===== src/rtl/arm_regfile_mp.sv =====
// arm_regfile_mp
//   Multi-read-port ARM register file. It sits between ID, which reads and
//   issues, and WB, which writes back. It has a writeback port, a link port
//   for BL that writes LINK_REG, and optional same-cycle write-to-read bypass.
//   A per-register busy scoreboard marks registers that have a producer in
//   flight, and the hazard unit consumes the result.
// Ports
//   clk, rst              clock; synchronous active-high reset
//   wb_en/wb_dest/wb_data writeback port (1-cycle write latency)
//   lnk_en/lnk_data       link write to LINK_REG (wins over wb on same reg)
//   issue_en/issue_dest   marks issue_dest busy
//   rd_addr  [NUM_RD*ADDR_W]  packed read addresses, port k at [k*ADDR_W +: ADDR_W]
//   rd_data  [NUM_RD*DATA_W]  packed combinational read data
//   rd_busy  [NUM_RD]         read address has a pending writer
//   hazard                    OR of rd_busy
module arm_regfile_mp #(
  parameter int DATA_W   = 32,
  parameter int NUM_REGS = 16,
  parameter int ADDR_W   = 4,
  parameter int NUM_RD   = 2,
  parameter int LINK_REG = 14,
  parameter int BYPASS   = 1
) (
  input  logic                     clk,
  input  logic                     rst,
  input  logic                     wb_en,
  input  logic [ADDR_W-1:0]        wb_dest,
  input  logic [DATA_W-1:0]        wb_data,
  input  logic                     lnk_en,
  input  logic [DATA_W-1:0]        lnk_data,
  input  logic                     issue_en,
  input  logic [ADDR_W-1:0]        issue_dest,
  input  logic [NUM_RD*ADDR_W-1:0] rd_addr,
  output logic [NUM_RD*DATA_W-1:0] rd_data,
  output logic [NUM_RD-1:0]        rd_busy,
  output logic                     hazard
);

  if (NUM_REGS > (1 << ADDR_W)) begin : g_bad_num_regs
    $error("arm_regfile_mp: NUM_REGS exceeds 2**ADDR_W");
  end
  if (LINK_REG >= NUM_REGS) begin : g_bad_link_reg
    $error("arm_regfile_mp: LINK_REG must be below NUM_REGS");
  end
  if (NUM_RD < 1) begin : g_bad_num_rd
    $error("arm_regfile_mp: NUM_RD must be at least 1");
  end

  localparam logic [ADDR_W-1:0] LINK_A = ADDR_W'(LINK_REG);
  localparam logic              BYP    = (BYPASS != 0);

  logic [DATA_W-1:0]   regs_q [NUM_REGS];
  logic [DATA_W-1:0]   regs_d [NUM_REGS];
  logic [NUM_REGS-1:0] busy_q;
  logic [NUM_REGS-1:0] busy_d;

  logic wb_ok;
  logic issue_ok;

  // Out-of-range addresses are silently dropped.
  assign wb_ok    = wb_en && (int'(wb_dest) < NUM_REGS);
  assign issue_ok = issue_en && (int'(issue_dest) < NUM_REGS);

  // The link write comes after wb so it wins on LINK_REG.
  // The issue set comes after both clears so a new producer keeps the
  // register busy.
  always_comb begin
    regs_d = regs_q;
    busy_d = busy_q;
    if (wb_ok) begin
      regs_d[wb_dest] = wb_data;
      busy_d[wb_dest] = 1'b0;
    end
    if (lnk_en) begin
      regs_d[LINK_REG] = lnk_data;
      busy_d[LINK_REG] = 1'b0;
    end
    if (issue_ok) begin
      busy_d[issue_dest] = 1'b1;
    end
  end

  always_ff @(posedge clk) begin
    if (rst) begin
      for (int i = 0; i < NUM_REGS; i++) begin
        regs_q[i] <= DATA_W'(i);
      end
      busy_q <= '0;
    end else begin
      regs_q <= regs_d;
      busy_q <= busy_d;
    end
  end

  for (genvar k = 0; k < NUM_RD; k++) begin : g_rd
    logic [ADDR_W-1:0] addr;
    logic              in_rng;
    logic              lnk_hit;
    logic              wb_hit;
    logic [DATA_W-1:0] arr_val;

    assign addr    = rd_addr[k*ADDR_W +: ADDR_W];
    assign in_rng  = (int'(addr) < NUM_REGS);
    assign arr_val = in_rng ? regs_q[addr] : '0;
    assign lnk_hit = BYP && !rst && lnk_en && (addr == LINK_A);
    assign wb_hit  = BYP && !rst && wb_ok && (addr == wb_dest);

    assign rd_data[k*DATA_W +: DATA_W] = lnk_hit ? lnk_data :
                                         wb_hit  ? wb_data  : arr_val;
    // A forwarded value is already valid, so it does not count as busy.
    assign rd_busy[k] = in_rng && busy_q[addr] && !(lnk_hit || wb_hit);
  end

  assign hazard = |rd_busy;

endmodule


===== config.mk =====
export PLATFORM = sky130hd
export DESIGN_NAME = arm_regfile_mp
export DESIGN_NICKNAME = d
export VERILOG_FILES = /design/src/rtl/arm_regfile_mp.sv
export SDC_FILE = /design/constraint.sdc
export NUM_CORES = 1
export LEC_CHECK = 0
export ABC_AREA = 1
export CAP_MARGIN = 20
export CORE_ASPECT_RATIO = 1.75
export CORE_UTILIZATION = 40
export DETAILED_ROUTE_END_ITERATION = 16
export GPL_ROUTABILITY_DRIVEN = 1
export SLEW_MARGIN = 10
export SYNTH_ARGS = -nofsm -noshare
export SYNTH_HDL_FRONTEND = slang
export SYNTH_SLANG_ARGS = --single-unit
export TNS_END_PERCENT = 30

===== constraint.sdc =====
create_clock -name clk -period 3.6 [get_ports clk]
set_clock_uncertainty 0.1 [all_clocks]
set_input_delay 0.54 -clock clk [delete_from_list [all_inputs] [get_ports clk]]
set_output_delay 0.54 -clock clk [all_outputs]
set_load 0.02 [all_outputs]

=== After elaboration in Yosys (flattened, before gate mapping) ===
Index checks and enable logic that the tools add are counted.

* Flip-flop bits (word level): 528
* Latch bits: 0
* RAM bits: 0
* Bits in read-only memories: 0
* Input bits: 85
* Output and inout bits: 67
* Logic and storage cells: 81
* Memories: 0

* Add/subtract/negate cells: 0
* $mul: 0
* Divide/modulo/power cells: 0
* $lt $le $gt $ge: 10
* Equal/unequal tests: 4
* Shift-type cells: 0
* Muxes and demuxes: 26
* Bitwise operators: 6
* Reduce and logical (&&, ||, !) cells: 18

{| class="wikitable"
|+ Operators with widths
! cell !! number
|-
| $bwmux 512 || 1
|-
| $mux 32 || 10
|-
| $bmux 32 s4 || 2
|-
| $demux 32 s4 || 1
|-
| $mux 64 || 1
|-
| $mux 16 || 2
|-
| $lt 4x5->1 const B || 4
|-
| $and 16x16->16 || 1
|-
| $not 16->16 || 1
|-
| $or 16x16->16 || 1
|-
| $ge 5x5->1 const B || 3
|-
| $not 4->5 || 3
|-
| $logic_and 1x1->1 || 11
|-
| $bmux 1 s4 || 2
|-
| $demux 1 s4 || 2
|-
| $eq 4x4->1 || 2
|-
| $eq 4x4->1 const B || 2
|-
| $ge 4x1->1 const B || 2
|-
| $lt 5x1->1 const B || 1
|-
| $mux 1 || 5
|-
| $logic_not 1->1 || 3
|-
| $logic_or 1x1->1 || 2
|-
| $reduce_bool 2->1 || 1
|-
| $reduce_or 2->1 || 1
|}

=== Longest topological paths before layout ===
* Depth in word-level cells: 10
* Gate-level depth with buffers: 13
* Gate-level depth less buffers: 10

=== Worst setup path before layout ===
No wires, ideal clock.

* Path kind: input to output
* From: input rd_addr[0]
* To: output rd_data[1]
* Data arrival time: 1735 ps
* Data required time: 2960 ps
* Setup slack: 1225 ps
* Cell stages on the path: 8
* Buffers on the path: 4
* Path through: buf_2 buf_2 nor4_1 buf_2 buf_2 a21oi_1 nand2_1 nand2_1

* Longest elaborated chain between the ends: 6
* Elaborated cells on any way between the ends: 10
* Those cells by class: eq/ne (2); mux (5); bitwise (1); reduce/logical (2)

{| class="wikitable"
|+ Ends and longest elaborated chain
! what !! line !! text
|-
| from (decl) || 33 || <nowiki>input logic [NUM_RD*ADDR_W-1:0] rd_addr,</nowiki>
|-
| $not 4->5 (not written as such) || 104 || <nowiki>assign arr_val = in_rng ? regs_q[addr] : '0;</nowiki>
|-
| $bmux 32 s4 || 104 ||
|-
| $mux 32 (not written as such) (2 in series) || 104 ||
|-
| $mux 32 || 109 || <nowiki>wb_hit ? wb_data : arr_val;</nowiki>
|-
| $mux 32 * || 108 || <nowiki>assign rd_data[k*DATA_W +: DATA_W] = lnk_hit ? lnk_data :</nowiki>
|-
| to (decl) || 34 || <nowiki>output logic [NUM_RD*DATA_W-1:0] rd_data,</nowiki>
|}

Every way passes the cells marked *; elsewhere a longest branch is shown, timed or not. The select of a mux whose other input is x is not followed.

=== Final worst setup path ===
* From: input rd_addr[3]
* To: output rd_data[7]

The elaborated chain is that of the path after synthesis.

==> key figures <==
Run status
  – Status: completed

Final layout
  – Core Util, Final: 47.22%
  – Commonest non-fill, non-tap cells in the layout: 1,363 x nand2_1, 588 x nand3_1, 570 x a21oi_1
  – Fillers: around 7,600
  – Share of layout cells above drive strength 1: a little under 7%
  – Register Area: approximately 11,000 um^2
  – Final Cell Area: approximately 35,000 um^2
  – Commonest non-fill, non-tap cell in the layout: nand2_1
  – Synth-to-layout area growth: 16.46%
  – Nets: just under 5,000
  – Area of the multi-input gates: about 16,000 um^2

Clock tree
  – Clock-pin slew on the worst setup and hold paths: approximately 60 ps
  – CTS tree: built
  – Worst skew pair latency: about 610 ps
  – H-tree depth: 2
  – Setup repair bufs after CTS: 0
  – CTS Sinks: ~530
  – CTS buffer count: 52
  – Root Driver: clkbuf_16
  – Max Root-Sink Buffers: 3

GRT
  – First-pass GRT wire length: 194,000 um
  – GR Layer Usage met2: approximately 55%
  – Gr busiest metal: met2
  – Largest net degree at the start of global routing: slightly below 200
  – Vias in the first global route: between 30,000 and 40,000
  – Grt met3 use: 5.766%
  – Initial antenna violation count: 11
  – Total Routing Usage GR: between 30% and 40%
  – Grt met1 use: 40.41%
  – Gr ovfl total: 0

Floorplanning
  – DIE HEIGHT: ~360 um
  – Die area: about 76,000 um^2
  – Row Count: 132
  – Ports: around 150
  – Chip width: around 210 um
  – Initial Utilization: about two fifths
  – Core area: around 74,000 um^2

STA
  – Hold Vio Cnt, Final: 0
  – Fin. max-slew vios: 0
  – Final Cycle Share: about 98%
  – Unrepaired setup endpoints after global routing: false
  – Final setup violation count: 0
  – Relative slew margins: slightly above 30%
  – Tightest Pin Transition: between 1000 and 1500 ps
  – Crit path time final: 3544 ps
  – Max Freq: around 280 MHz

Worst setup path
  – Crit path top cell by count: nand2_1
  – Top delay family on crit path: buffers and inverters
  – RR Startpoint: regs_q[49]
  – Setup crit start: rd_addr[3]
  – CP endpoint kind: primary output
  – Worst Setup Start Kind: input port
  – Slowest Stage Delay on Critical Path: slightly above 600 ps
  – Worst path cell trace: clkdlybuf4s50_1 > inv_2 > buf_4 > nor2_4 > buf_12 > nand2_1 > nand2_1 > nor2_1 > nand2_1 > nand2_1 > nand2_1 > clkdlybuf4s50_1
  – CP Buf/Inv Count: 5
  – R2R Path End: regs_q[49]
  – Reg2Reg Setup Slack: around 2700 ps
  – R2r worst-path depth: 2
  – WP data arrival: between 2000 and 3000 ps
  – CP required: between 2000 and 3000 ps
  – Crit-path max FO: 20
  – Crit-path slowest cell: clkdlybuf4s50_1
  – Crit path capture: rd_data[7]
  – WS Path Type: in2out
  – Number of cells on the critical path: 12

Routing
  – # DRC: 0
  – Vias post-DR: around 34,000
  – First-pass iteration count of the detailed router: 8
  – DRT antenna net count: 0
  – Iter 0 DRT Violations: 3,680
  – Drt total wl: roughly 130,000 um
  – Wire per inst: roughly 23 um
  – DR vias/cell: about 6

Placed design
  – DP Area: ~33,000 um^2
  – GP Congestion: about 0.94
  – Post-DP HPWL: 85,730 um
  – Port buffer count: around 150

Pwr
  – Worst VDD drop: approximately 0.34 mV
  – Pwr dens: ~420 nW/um^2
  – Leakage power: between 15 and 20 nW

Synth
  – Gate Count Post-Synth: between 4,000 and 5,000
  – Yosys warns: 0
  – Netlist cell types: 27
  – Post-synth EDFFs: 0
  – Asr flop ratio synth: 0%
  – Post-Synthesis Cell Area: around 30,000 um^2
  – Synthesized area per cell: 6.221 um^2
  – Mapped Nets: 4,918
  – Part of the Yosys area used for sequential elements: a little over a third
  – FF+latch count, synth: 528
  – Synth Flop Type: dfxtp_1

Min path
  – Hold Path Class: reg2reg

Job
  – # Max-Cap Violations: 0
==> tightest hold or removal path: cells and delay by family (launching register included) <==
family	cells	cell delay, ps
flip-flops	1	320
AO/OA/AOI/OAI	1	50
buffers and inverters	1	50
==> cell type report <==
cell class | count | share of cell area, %
Multi-Input combinational cell | 3458 | 46.21
Sequential cell | 528 | 30.19
Timing Repair Buffer | 338 | 10.61
Inverter | 416 | 4.517
Clock buffer | 68 | 4.263
Tap cell | 938 | 3.352
Clock inverter | 26 | 0.8111
Antenna cell | 7 | 0.05002
==> synthesized netlist by cell type, types with 2 or more instances <==
cell	instances	area, um^2
nand2_1	1364	5120
nand3_1	588	2943
a21oi_1	570	2853
dfxtp_1	528	10570
o21ai_0	516	2582
inv_1	400	1501
clkbuf_1	245	919.6
o211ai_1	196	1471
buf_2	136	680.7
nor2_1	124	465.5
o21ai_1	41	205.2
buf_1	36	135.1
a31oi_1	29	181.4
buf_4	11	82.58
inv_2	11	41.29
nor2_4	11	123.9
nor2_2	6	37.54
clkinv_1	5	18.77
clkbuf_2	3	15.01
nand2b_1	2	12.51
nand3_2	2	20.02
nand3_4	2	35.03
nor3_1	2	10.01
xnor2_1	2	17.52
==> power by group <==
group / internal [mW] / switching (mW)
registers: 5.99 / 0.0934
clock network: 3.28 / 2.61
logic: 0.865 / 1.81
total: 10.1 / 4.51
==> layer usage <==
layer	share of wire, %	wire length, um
met3	9.3	12150
met4	6.6	8677
met5	0.037	49
met1	38	49780
met2	46	60070
==> timing repair <==
action	4_1_cts	5_1_grt
pin swaps	0	1
setup endpoints to repair	34	46
hold buffers	0	0
gates resized for setup	3	42
==> worst min-delay path by stage <==
stage                      startpoint     endpoint  slack (ps)  cells past startpoint
after floorplan           regs_q[495]  regs_q[495]         330                      2
after global placement    regs_q[493]  regs_q[493]         350                      2
after detailed placement  regs_q[496]  regs_q[496]         350                      2
after CTS                 regs_q[482]  regs_q[482]         360                      2
after global routing      regs_q[502]  regs_q[502]         370                      2
final                     regs_q[492]  regs_q[492]         360                      2
==> registers in the layout, summed over array words and instances (netlist names) <==
name,count
busy_q,16
regs_q,512
==> cells by family after synthesis <==
group | after synthesis | synth area share (%)
xor gates and xnor gates | 2 | 0.05827
DFF | 528 | 35.15
buffers and inverters | 847 | 11.29
and+or+nand+nor | 2104 | 29.24
AOI/OAI and AO/OA | 1352 | 24.26
==> through the flow <==
| stage | setup slack (ps) | total power [mW] | cells | setup TNS (ps) | hold WS [ps] |
|---|---|---|---|---|---|
| 3_3_place_gp | -91.42 | 8.814 | 5678 | -1729 | 348.1 |
| 4_1_cts | 31.50 | 14.64 | 5772 | 0 | 360.6 |
| 5_1_grt | 3.590 | 15.09 | 5778 | 0 | 373.4 |
| 3_5_place_dp | -121.3 | 8.820 | 5678 | -936.0 | 346.4 |
| 2_1_floorplan | 1225 | 7.642 | 4833 | 0 | 330.4 |
| 6_report | 56.11 | 14.65 | 5779 | 0 | 361.5 |
No activity file was read; power rests on OpenSTA's default activity.
